==> config.mk <==
export PLATFORM = sky130hd
export DESIGN_NAME = inst_fetch
export DESIGN_NICKNAME = d
export VERILOG_FILES = /design/src/rtl/inst_fetch.sv
export SDC_FILE = /design/constraint.sdc
export NUM_CORES = 1
export LEC_CHECK = 0
export CORE_AREA = 2 2 154 96
export DETAILED_ROUTE_END_ITERATION = 10
export DIE_AREA = 0 0 156 98
export PLACE_DENSITY_LB_ADDON = 0.15
export SYNTH_ARGS = -nofsm -noshare
export SYNTH_HDL_FRONTEND = slang
export SYNTH_SLANG_ARGS = --single-unit
export TNS_END_PERCENT = 20
==> constraint.sdc <==
create_clock -name clk -period 5.8 [get_ports clk]
set_input_delay 1.45 -clock clk [delete_from_list [all_inputs] [get_ports clk]]
set_output_delay 1.45 -clock clk [all_outputs]
set_load 0.01 [all_outputs]
==> src/rtl/inst_fetch.sv <==
// Instruction-fetch initiator for a combinational instruction ROM.
// Owns the PC, issues one ROM read per cycle while the fetch FIFO has room,
// buffers {pc, inst} pairs and hands them to decode over valid/ready.
// A redirect reloads the PC and flushes every buffered pair.
//
// Ports:
//   clk, rst        clock, synchronous active-high reset
//   rom_ce          ROM chip enable (fetch this cycle)
//   rom_addr        ROM byte address, always the current PC
//   rom_inst        ROM read data, same cycle as rom_ce/rom_addr
//   redirect_i      load redirect_pc_i (word aligned) and flush the FIFO
//   redirect_pc_i   redirect target, bits [1:0] ignored
//   if_valid        FIFO head holds a valid pair
//   if_ready        decode accepts the head this cycle
//   if_pc, if_inst  head pair, zero when the FIFO is empty
module inst_fetch #(
  parameter logic [31:0] RESET_PC = 32'h0000_0000,
  parameter int unsigned DEPTH    = 2
) (
  input  logic        clk,
  input  logic        rst,
  output logic        rom_ce,
  output logic [31:0] rom_addr,
  input  logic [31:0] rom_inst,
  input  logic        redirect_i,
  input  logic [31:0] redirect_pc_i,
  output logic        if_valid,
  input  logic        if_ready,
  output logic [31:0] if_pc,
  output logic [31:0] if_inst
);

  localparam int unsigned PTR_W = (DEPTH > 1) ? $clog2(DEPTH) : 1;
  localparam int unsigned CNT_W = $clog2(DEPTH + 1);

  logic [31:0]      pc;
  logic [31:0]      pc_mem   [DEPTH];
  logic [31:0]      inst_mem [DEPTH];
  logic [PTR_W-1:0] rd_ptr;
  logic [PTR_W-1:0] wr_ptr;
  logic [CNT_W-1:0] count;
  logic             push;
  logic             pop;

  // The ROM ignores the low address bits, so the redirect target is simply masked.
  logic unused_redirect_lsbs;
  assign unused_redirect_lsbs = ^redirect_pc_i[1:0];

  // Circular pointer advance that also works for non-power-of-two depths.
  function automatic logic [PTR_W-1:0] ptr_next(input logic [PTR_W-1:0] p);
    ptr_next = (p == PTR_W'(DEPTH - 1)) ? '0 : p + PTR_W'(1);
  endfunction

  // Full check uses the registered count only; a same-cycle pop does not free a slot.
  assign rom_ce   = !rst && !redirect_i && (count < CNT_W'(DEPTH));
  assign rom_addr = pc;
  assign push     = rom_ce;
  assign pop      = if_valid && if_ready;

  // Head is read from registered storage, so rom_inst never reaches if_* directly.
  assign if_valid = (count != '0);
  assign if_pc    = if_valid ? pc_mem[rd_ptr]   : 32'h0;
  assign if_inst  = if_valid ? inst_mem[rd_ptr] : 32'h0;

  // PC and FIFO control; reset beats redirect, redirect beats push/pop/stall.
  always_ff @(posedge clk) begin
    if (rst) begin
      pc     <= RESET_PC;
      count  <= '0;
      rd_ptr <= '0;
      wr_ptr <= '0;
    end else if (redirect_i) begin
      pc     <= {redirect_pc_i[31:2], 2'b00};
      count  <= '0;
      rd_ptr <= '0;
      wr_ptr <= '0;
    end else begin
      if (push) begin
        pc     <= pc + 32'd4;
        wr_ptr <= ptr_next(wr_ptr);
      end
      if (pop) begin
        rd_ptr <= ptr_next(rd_ptr);
      end
      case ({push, pop})
        2'b10:   count <= count + CNT_W'(1);
        2'b01:   count <= count - CNT_W'(1);
        default: count <= count;
      endcase
    end
  end

  // Payload storage needs no reset; entries are only read while counted valid.
  always_ff @(posedge clk) begin
    if (push) begin
      pc_mem[wr_ptr]   <= pc;
      inst_mem[wr_ptr] <= rom_inst;
    end
  end

endmodule
Word level (Yosys, flattened, before mapping)

Memory sizes are Yosys's and may differ from the RTL's. A register that Yosys moved wholly into a read port is not among the register bits.
Index checks and enable logic that the tools add are counted.

Memory bits (writable): 128
Memories: 2
Logic and storage cells: 37
Flip-flop bits (word level): 36
Bits of input ports: 68
Output and inout bits: 98

Memory list:

| memory   | depth | bits a word | read ports | clocked after memory_dff | write ports | RTL line | source |
|---|---|---|---|---|---|---|---|
| inst_mem | 2     | 32          | 1          | 1                        | 1           | 38       | `logic [31:0] inst_mem [DEPTH];` |
| pc_mem   | 2     | 32          | 1          | 1                        | 1           | 37       | `logic [31:0] pc_mem [DEPTH];` |

Reduce and logical (&&, ||, !) cells: 9
Equality and inequality tests: 2
Mux-type cells: 13
Order comparisons: 1
$add $sub $neg: 5

Operators with widths:

| operator                                           | number |
|---|---|
| two-way mux 32 bit                                 | 4 |
| adder 32 x 3 -> 32 bit (second input constant)     | 1 |
| two-way mux 1 bit                                  | 8 |
| nonzero test 2 bit                                 | 3 |
| one-hot mux 2 bit (2 select lines)                 | 1 |
| logical AND 1 bit                                  | 3 |
| adder 1 bit (second input constant)                | 2 |
| adder 2 x 1 -> 2 bit (second input constant)       | 1 |
| == test 2 x 1 -> 1 bit (second input constant)     | 1 |
| == test 2 bit (second input constant)              | 1 |
| zero test 1 bit                                    | 2 |
| less-than comparator 2 bit (second input constant) | 1 |
| OR reduction 2 bit                                 | 1 |
| subtractor 2 x 1 -> 2 bit (second input constant)  | 1 |

Logic depth before layout (Yosys ltp)

Gate-level depths: netlist of the first run.

Word-level depth: 5
Gate-level depth with buffers: 8
Gate-level depth less buffers: 7

Least setup slack after synthesis of the first run

No wires, ideal clock.

Path type: in2reg
From: in redirect_i
To: mem inst_mem[0][0], enable pin
Stages on the path: 3
Buffers on the path: 1
Library setup time: 0.482 ns
Arrival: 4.543 ns
Setup slack: 0.775 ns
Cell sequence: or3_1 clkbuf_1 nor2_1

Word-level cells in the longest chain between the ends: 5

RTL lines:

| item                                    | RTL line | source |
|---|---|---|
| start: declaration                      | 25       | `input logic redirect_i,` |
| zero test 1 bit                         | 55       | `assign rom_ce = !rst && !redirect_i && (count < CNT_W'(DEPTH));` |
| logical AND 1 bit (2 in a row)          | 55       |  |
| two-way mux 1 bit                       | 95       | `if (push) begin` |
| two-way mux 1 bit (implied by the code) | 97       | `inst_mem[wr_ptr] <= rom_inst;` |
| end: declaration                        | 38       |  |

Every way passes these cells.

Worst setup path in the final report of the first run

From: in redirect_i
To: out rom_ce

Word-level cells in the longest chain between the ends: 3

RTL lines:

| item                           | RTL line | source |
|---|---|---|
| zero test 1 bit                | 55       |  |
| logical AND 1 bit (2 in a row) | 55       |  |
| end: declaration               | 22       | `output logic rom_ce,` |

Every way passes these cells.

==> out/qor.yml, run 1 <==
synth-seq-cells: 159
die_h_um: 98
worstSetupPathType: "in2out"
clkSinkCount: 159
synth_cells: 510
power_w: 0.00262
cp-startpoint: "redirect_i"
rsz0062_at_grt: "false"
clk_pin_slew_ps: 60
hpwl_mm: 9.55
fill_cells: 1049
clockBufferDepth: 2
slew_viol_final: 0
end_kind: "primary output"
avgSynthCellArea_um2: 13.0
r2r_start: "rom_addr[2]"
fp-row-count: 34
antenna_cells: 0
power_density_nw_per_um2: 292
drc: 0
drive_above_1_share_pct: 6.50
synthMostInstantiatedCell: "edfxtp_1"
fmax_ghz: 0.223
async_flop_share_pct: 0
synth_cell_types: 47
ys_seq_area_share_pct: 66.5
clock_latency_ps: 410
dieArea_um2: 15300
nets: 734
cts_buffers: 17
postCtsHoldBufs: 0
swShare_pct: 21.9
dpl_cell_area_um2: 8400
die_x_um: 156
synth_edf_count: 124
required_ps: 4350
hold_start: "rd_ptr"
drtPass1Iterations: 8
grt_usage_pct: 20.2
drt_iter0_drc: 290
antenna_left: 0
clock_skew_ps: 8.03
setup_viol: 0
grt_max_degree: 63
power.share.sequential_pct: 50.3
port_buffers: 159
switchingPower_w: 0.000574
post_cts_buffers: 0
crit_path_max_fanout: 6
cts_root_buf: "clkbuf_16"
p_leak_nw: 2.93
slew-limit-headroom_pct: 37.8
overflow: 0
cts_max_level: 4
synth-main-ff-cell: "edfxtp_1"
critPathLaunchType: "input pin"
dr_total_vias: 4604
area_delta_synth_final_pct: 34.9
core-area_um2: 14000
placed_cells: 825
hp-class: "reg2reg"
tns_ps: 0
wl_per_cell_um: 17.7
multi_input_area_um2: 2080
routed_wl_mm: 15.2
gp_congestion: 0.804
maxCapViolCount: 0
synthTopCellsByCount: "124 x edfxtp_1, 92 x nor2_1, 63 x mux2i_1"
start_util_pct: 47.5
finalHoldViolations: 0
synth_area_leader_cell: "edfxtp_1"
cts-resized-gates: 0
fin_crit_sh_pct: 77.3
internal_power_w: 0.00204
seq_area_um2: 4430
cts_tree: "built"
syn_area_um2: 6650
final_cell_count_no_fill: 857
p_comb_share_pct: 8.5
layout_min_cycle_time_ps: 4490
synth_top_cell_area_share_pct: 56.0
worst_pin_slew_ps: 933
antenna_found_initial: 0
status: "complete, no violations"
stdcell_area_um2: 8970
clkPwrFrac_pct: 41.2
synth.area.top_cells: "edfxtp_1 56%, dfxtp_1 11%, mux2i_1 9.5%, nor2_1 5.2%, xnor2_1 1.4%"
worstPathArrival_ps: 3040
ios: 166
routed_via_density: 5.37
grt_pass1_vias: 4458
vdd_drop_max_v: 0.000183
yosys_warnings: 0
grt_pass1_wl_mm: 23.7
[registers in the layout (all words and copies together) (netlist names), named ones only]
signal and cells:
inst_mem 64, rd_ptr 1, pc_mem 60, count 2
rom_addr 30, wr_ptr 1
[worst max-delay path, cell delays in order]
cell,delay [ps]
clkdlybuf4s50_1,410
or3_1,500
inv_1,130
clkdlybuf4s50_1,540
[layout make-up]
class                      instances  share of cell area, %
multi-input combinational        311                   23.2
timing repair buffer             164                   18.2
clock inverter                    10                   1.28
tap                              180                   2.51
sequential                       159                   49.4
inverter                          11                  0.460
clock buffer                      22                   5.06
[routing by layer]
layer | wire (um) | up-vias | track usage (%) | share of wire (%)
met5 | 0 | - | 0 | 0
met4 | 156 | 0 | 6.21 | 1.0
met3 | 1020 | 12 | 5.46 | 6.8
met2 | 6720 | 167 | 30.8 | 44
met1 | 7250 | 2215 | 28.6 | 48
li1 | - | 2210 | - | -
[cell families after synthesis]
| kind of cell | synth area share, % |
|---|---|
| AOI/OAI and AO/OA | 5.68 |
| xor gates and xnor gates | 1.71 |
| adders and majority gates | 0.376 |
| buffers and inverters | 2.69 |
| DFF | 66.5 |
| muxes | 9.48 |
| other | 0.0564 |
| and+or+nand+nor | 13.5 |
[placed cells by master (no fill, tap or decap), drive strengths merged, types with 2 or more instances in the layout]
cell type | netlist | final
a2111oi | 10 | 10
a211oi | 11 | 11
a21oi | 8 | 8
a221oi | 2 | 2
a311oi | 7 | 7
and2 | 2 | 2
and3 | 7 | 7
and4 | 8 | 8
buf | 11 | 5
bufinv | 0 | 2
clkbuf | 21 | 22
clkdlybuf4s50 | 0 | 159
clkinv | 0 | 4
clkinvlp | 0 | 2
conb | 1 | 4
dfxtp | 35 | 35
edfxtp | 124 | 124
ha | 2 | 2
inv | 11 | 13
mux2i | 63 | 63
nand2 | 18 | 18
nand2b | 2 | 2
nand3 | 6 | 6
nand4 | 7 | 7
nand4b | 2 | 2
nor2 | 92 | 92
nor2b | 6 | 6
nor3 | 5 | 5
nor4 | 9 | 9
o211ai | 3 | 3
o21ai | 6 | 6
or2 | 2 | 2
or3 | 7 | 7
or4 | 3 | 3
xnor2 | 11 | 11
xor2 | 2 | 2
[stage by stage]
| step | hold WS (ps) | worst slack [ps] | util (%) |
|---|---|---|---|
| 2_1_floorplan | 481 | 775 | - |
| 3_3_place_gp | 492 | 1320 | 60.0 |
| 3_5_place_dp | 508 | 1320 | 60.0 |
| 4_1_cts | 523 | 1310 | 64.1 |
| 5_1_grt | 547 | 1260 | 64.1 |
| 6_report | 523 | 1310 | 64.1 |
[final timing paths]
check,slack [ps],cells after the start,endpoint
setup reg to reg,3270,5,rom_addr[24]
hold reg to reg,520,2,rd_ptr
hold / removal,520,2,rd_ptr
setup / recovery,1310,4,rom_ce
[power by group through the flow]
| stage | clock network [W] | logic [W] | registers [W] |
|---|---|---|---|
| 4_1_cts | 0.00110 | 0.000225 | 0.00132 |
| 3_3_place_gp | 0 | 0.000219 | 0.00134 |
| 3_5_place_dp | 0 | 0.000223 | 0.00134 |
| 2_1_floorplan | 0 | 0.0000919 | 0.00134 |
| 6_report | 0.00108 | 0.000222 | 0.00132 |
| 5_1_grt | 0.00115 | 0.000241 | 0.00132 |
Power figures use the tool's default switching activity.
==> run 2, diff against run 1 <==
Settings changed: CORE_AREA 2 2 154 96 to 2 2 162 101, DIE_AREA 0 0 156 98 to 0 0 164 103.
Clock period 5.8 ns to 3.9 ns, I/O delays scaled along.
==> out/qor.yml, run 2 (synthesis results as in run 1) <==
required_ps: 2920
worst_pin_slew_ps: 969
antenna_found_initial: 0
grt_usage_pct: 18.5
clock_latency_ps: 420
drt_iter0_drc: 250
hp-class: "reg2reg"
slew_viol_final: 0
crit_path_max_fanout: 53
min_to: "rd_ptr"
p_leak_nw: 2.97
nets: 736
routed_wl_mm: 15.5
rsz0062_at_grt: "false"
dieArea_um2: 16900
die_x_um: 164
hpwl_mm: 9.91
switchingPower_w: 0.000910
reg2reg_slack_ps: 1380
p_comb_share_pct: 8.4
reg2reg_to: "rom_addr[30]"
die_h_um: 103
core-area_um2: 15600
wl_per_cell_um: 17.4
fp-row-count: 36
postCtsHoldBufs: 0
clkSinkCount: 159
grt_pass1_wl_mm: 23.3
clock_skew_ps: 6.02
fill_cells: 1273
layout_common_cells: "159 x clkdlybuf4s50_1, 124 x edfxtp_1, 90 x nor2_1"
cts_tree: "built"
worstSetupPathType: "reg2out"
drc: 0
clockBufferDepth: 2
r2r_start: "rom_addr[2]"
fmax_ghz: 0.285
layout_min_cycle_time_ps: 3510
cts_root_buf: "clkbuf_16"
multi_input_area_um2: 2080
cts_max_level: 4
finalHoldViolations: 0
regMostFlops: "inst_mem"
layout_commonest_cell: "clkdlybuf4s50_1"
vdd_drop_max_v: 0.000250
fin_crit_sh_pct: 90.0
holdPathStages: 2
end_kind: "primary output"
power.share.sequential_pct: 48.8
routed_via_density: 5.20
worstPathArrival_ps: 2540
slew-limit-headroom_pct: 34.9
antenna_left: 0
cts-resized-gates: 0
setup_viol: 0
ios: 166
start_util_pct: 42.6
swShare_pct: 22.7
grt_pass1_vias: 4488
grt_max_degree: 63
overflow: 0
drive_above_1_share_pct: 7.36
status: "complete, no violations"
power_w: 0.00401
port_buffers: 159
critPathLaunchType: "flip-flop"
seq_area_um2: 4430
drtPass1Iterations: 6
post_cts_buffers: 0
hold_start: "rd_ptr"
pre_cts_slack_ps: 547
largest_reg_flops: 64
internal_power_w: 0.00310
area_delta_synth_final_pct: 36.6
maxCapViolCount: 0
antenna_cells: 0
tns_ps: 0
setup_ws_ps: 390
clkPwrFrac_pct: 42.8
r2r_cells: 5
gp_congestion: 0.741
dr_total_vias: 4621
power_density_nw_per_um2: 441
clk_pin_slew_ps: 60
cts_buffers: 17
==> run 2: worst max-delay path: stages (launching register included) <==
cell             delay, ps
dfxtp_1                450
nor2_4                 380
buf_4                  550
nor2_1                 130
clkdlybuf4s50_1        550
==> run 2: worst max path at each step <==
| stage | start | end | slack [ps] | cells past startpoint |
|---|---|---|---|---|
| 2_1_floorplan | redirect_i | inst_mem[0][0] | 390 | 3 |
| 3_3_place_gp | redirect_i | rom_ce | 540 | 4 |
| 3_5_place_dp | redirect_i | rom_ce | 550 | 4 |
| 4_1_cts | count[1] | if_pc[14] | 350 | 4 |
| 5_1_grt | count[1] | if_pc[14] | 250 | 4 |
| 6_report | count[1] | if_pc[14] | 390 | 4 |
==> run 2: final cells by class <==
| type | instances | share of cell area, % |
|---|---|---|
| Sequential cell | 159 | 48.7 |
| Clock inverter | 14 | 2.00 |
| Clock buffer | 18 | 4.72 |
| Tap cell | 209 | 2.88 |
| Multi-Input combinational cell | 311 | 22.9 |
| Timing Repair Buffer | 166 | 18.4 |
| Inverter | 11 | 0.454 |
==> run 2: layer usage <==
metal / up-vias / track usage, % / wire length (um)
met5: - / 0 / 0
met4: 0 / 6.41 / 182
met3: 14 / 4.79 / 1010
met2: 155 / 28.3 / 6890
met1: 2228 / 25.9 / 7380
li1: 2224 / - / -
==> run 2: through the flow <==
step	utilization, %	hold slack (ps)	cell area, um^2	std cells
2_1_floorplan	-	481	6670	513
3_3_place_gp	54.2	494	8480	856
3_5_place_dp	54.2	511	8480	856
4_1_cts	58.1	527	9090	888
5_1_grt	58.1	545	9090	888
6_report	58.1	528	9090	888
==> run 2: power groups by stage <==
stage	sequential [W]	combinational (W)	clock, W
final	0.00196	0.000335	0.00172
after global routing	0.00197	0.000364	0.00181
after floorplan	0.00199	0.000137	0
after detailed placement	0.00199	0.000338	0
after CTS	0.00196	0.000340	0.00176
after global placement	0.00199	0.000333	0
==> run 3, diff against run 2 <==
Settings changed: CAP_MARGIN from default to 40, CTS_CLUSTER_SIZE from default to 24.
==> out/qor.yml, run 3 (synthesis results as in run 1) <==
status: "complete, no violations"
drc: 0
r2r_cells: 5
fp-row-count: 36
cts_tree: "built"
cts_buffers: 17
gp_congestion: 0.741
maxCapViolCount: 0
end_kind: "primary output"
layout_commonest_cell: "clkdlybuf4s50_1"
crit_end: "if_inst[25]"
drtPass1Iterations: 5
hp-class: "reg2reg"
antenna_found_initial: 0
reg2reg_to: "rom_addr[28]"
die_h_um: 103
fin_crit_sh_pct: 87.7
worstSetupPathType: "reg2out"
setup_viol: 0
setup_ws_ps: 480
required_ps: 2920
clockBufferDepth: 2
die_x_um: 164
critPathSlowestCell: "buf_4"
grt_pass1_vias: 4500
rsz0062_at_grt: "false"
drt_iter0_drc: 295
postCtsHoldBufs: 0
reg2reg_slack_ps: 1470
hpwl_mm: 10.1
cp-startpoint: "count[1]"
regMostFlops: "inst_mem"
antenna_cells: 0
placed_cells: 857
overflow: 0
clock_skew_ps: 13.4
start_util_pct: 42.6
cpPeakStageDelay_ps: 530
grt_pass1_wl_mm: 23.7
grt_usage_pct: 18.9
layout_common_cells: "159 x clkdlybuf4s50_1, 124 x edfxtp_1, 90 x nor2_1"
wl_per_cell_um: 17.6
grt_max_degree: 63
drive_above_1_share_pct: 7.21
worst_pin_slew_ps: 856
routed_wl_mm: 15.6
r2r_start: "rom_addr[2]"
p_leak_nw: 2.95
clk_pin_slew_ps: 60
crit_path_max_fanout: 53
cts_max_level: 4
ios: 166
clkSinkCount: 159
holdPathStages: 2
port_buffers: 159
routed_via_density: 5.09
nets: 738
dr_total_vias: 4525
tns_ps: 0
vdd_drop_max_v: 0.000222
largest_reg_flops: 64
core-area_um2: 15600
cts-resized-gates: 0
critPathLaunchType: "flip-flop"
slew_viol_final: 0
cts_root_buf: "clkbuf_16"
fmax_ghz: 0.292
slew-limit-headroom_pct: 42.5
finalHoldViolations: 0
post_cts_buffers: 0
clock_latency_ps: 430
dieArea_um2: 16900
pre_cts_slack_ps: 538
final_cell_count_no_fill: 889
area_delta_synth_final_pct: 36.0
power_density_nw_per_um2: 424
worstPathArrival_ps: 2440
antenna_left: 0
crit_chain: "nor2_4 -> buf_4 -> nor2_1 -> clkdlybuf4s50_1"
layout_min_cycle_time_ps: 3420
[run 3: routing by layer]
layer  track usage [%]  up-vias  wire length (um)
li1                  -     2222                 -
met1              26.1     2165              7540
met2              28.7      134              7040
met3              4.75        4               968
met4              8.30        0                61
met5                 0        -                 0
[run 3: metrics by stage]
stage               total power [W]  hold WS (ps)  utilization [%]  cell area (um^2)
global route                0.00398           542             57.9              9050
detailed placement          0.00233           506             54.4              8500
global placement            0.00232           494             54.2              8480
floorplan                   0.00212           481                -              6670
CTS                         0.00388           518             57.8              9040
finish                      0.00384           513             57.9              9050
[run 3: worst min-delay path by stage]
stage / from / to / slack, ps
global placement: rd_ptr / flip-flop / 490
global route: rom_addr[26] / pc_mem[0][26] / 540
detailed placement: rd_ptr / flip-flop / 510
CTS: rd_ptr / flip-flop / 520
floorplan: rd_ptr / flip-flop / 480
finish: rd_ptr / flip-flop / 510
[run 3: cell type report]
class / instances / area (um^2)
multi-input combinational: 311 / 2080
inverter: 11 / 41.3
clock inverter: 13 / 114
timing repair buffer: 168 / 1700
fill: 1274 / 6580
clock buffer: 18 / 429
sequential: 159 / 4430
tap: 209 / 262
[run 3: worst max-delay path, delay by kind of cell (launching register included)]
family                 cells  cell delay (ps)
buffers and inverters      2             1040
flip-flops                 1              440
AND/OR/NAND/NOR            2              490
[run 3: where the power goes]
group	leakage (nW)	switching (W)	total [W]	internal [W]
Clock	0.258	0.000671	0.00154	0.000874
Combinational	1.24	0.000152	0.000336	0.000184
Sequential	1.45	0.0000597	0.00196	0.00190
Total	2.95	0.000883	0.00384	0.00296
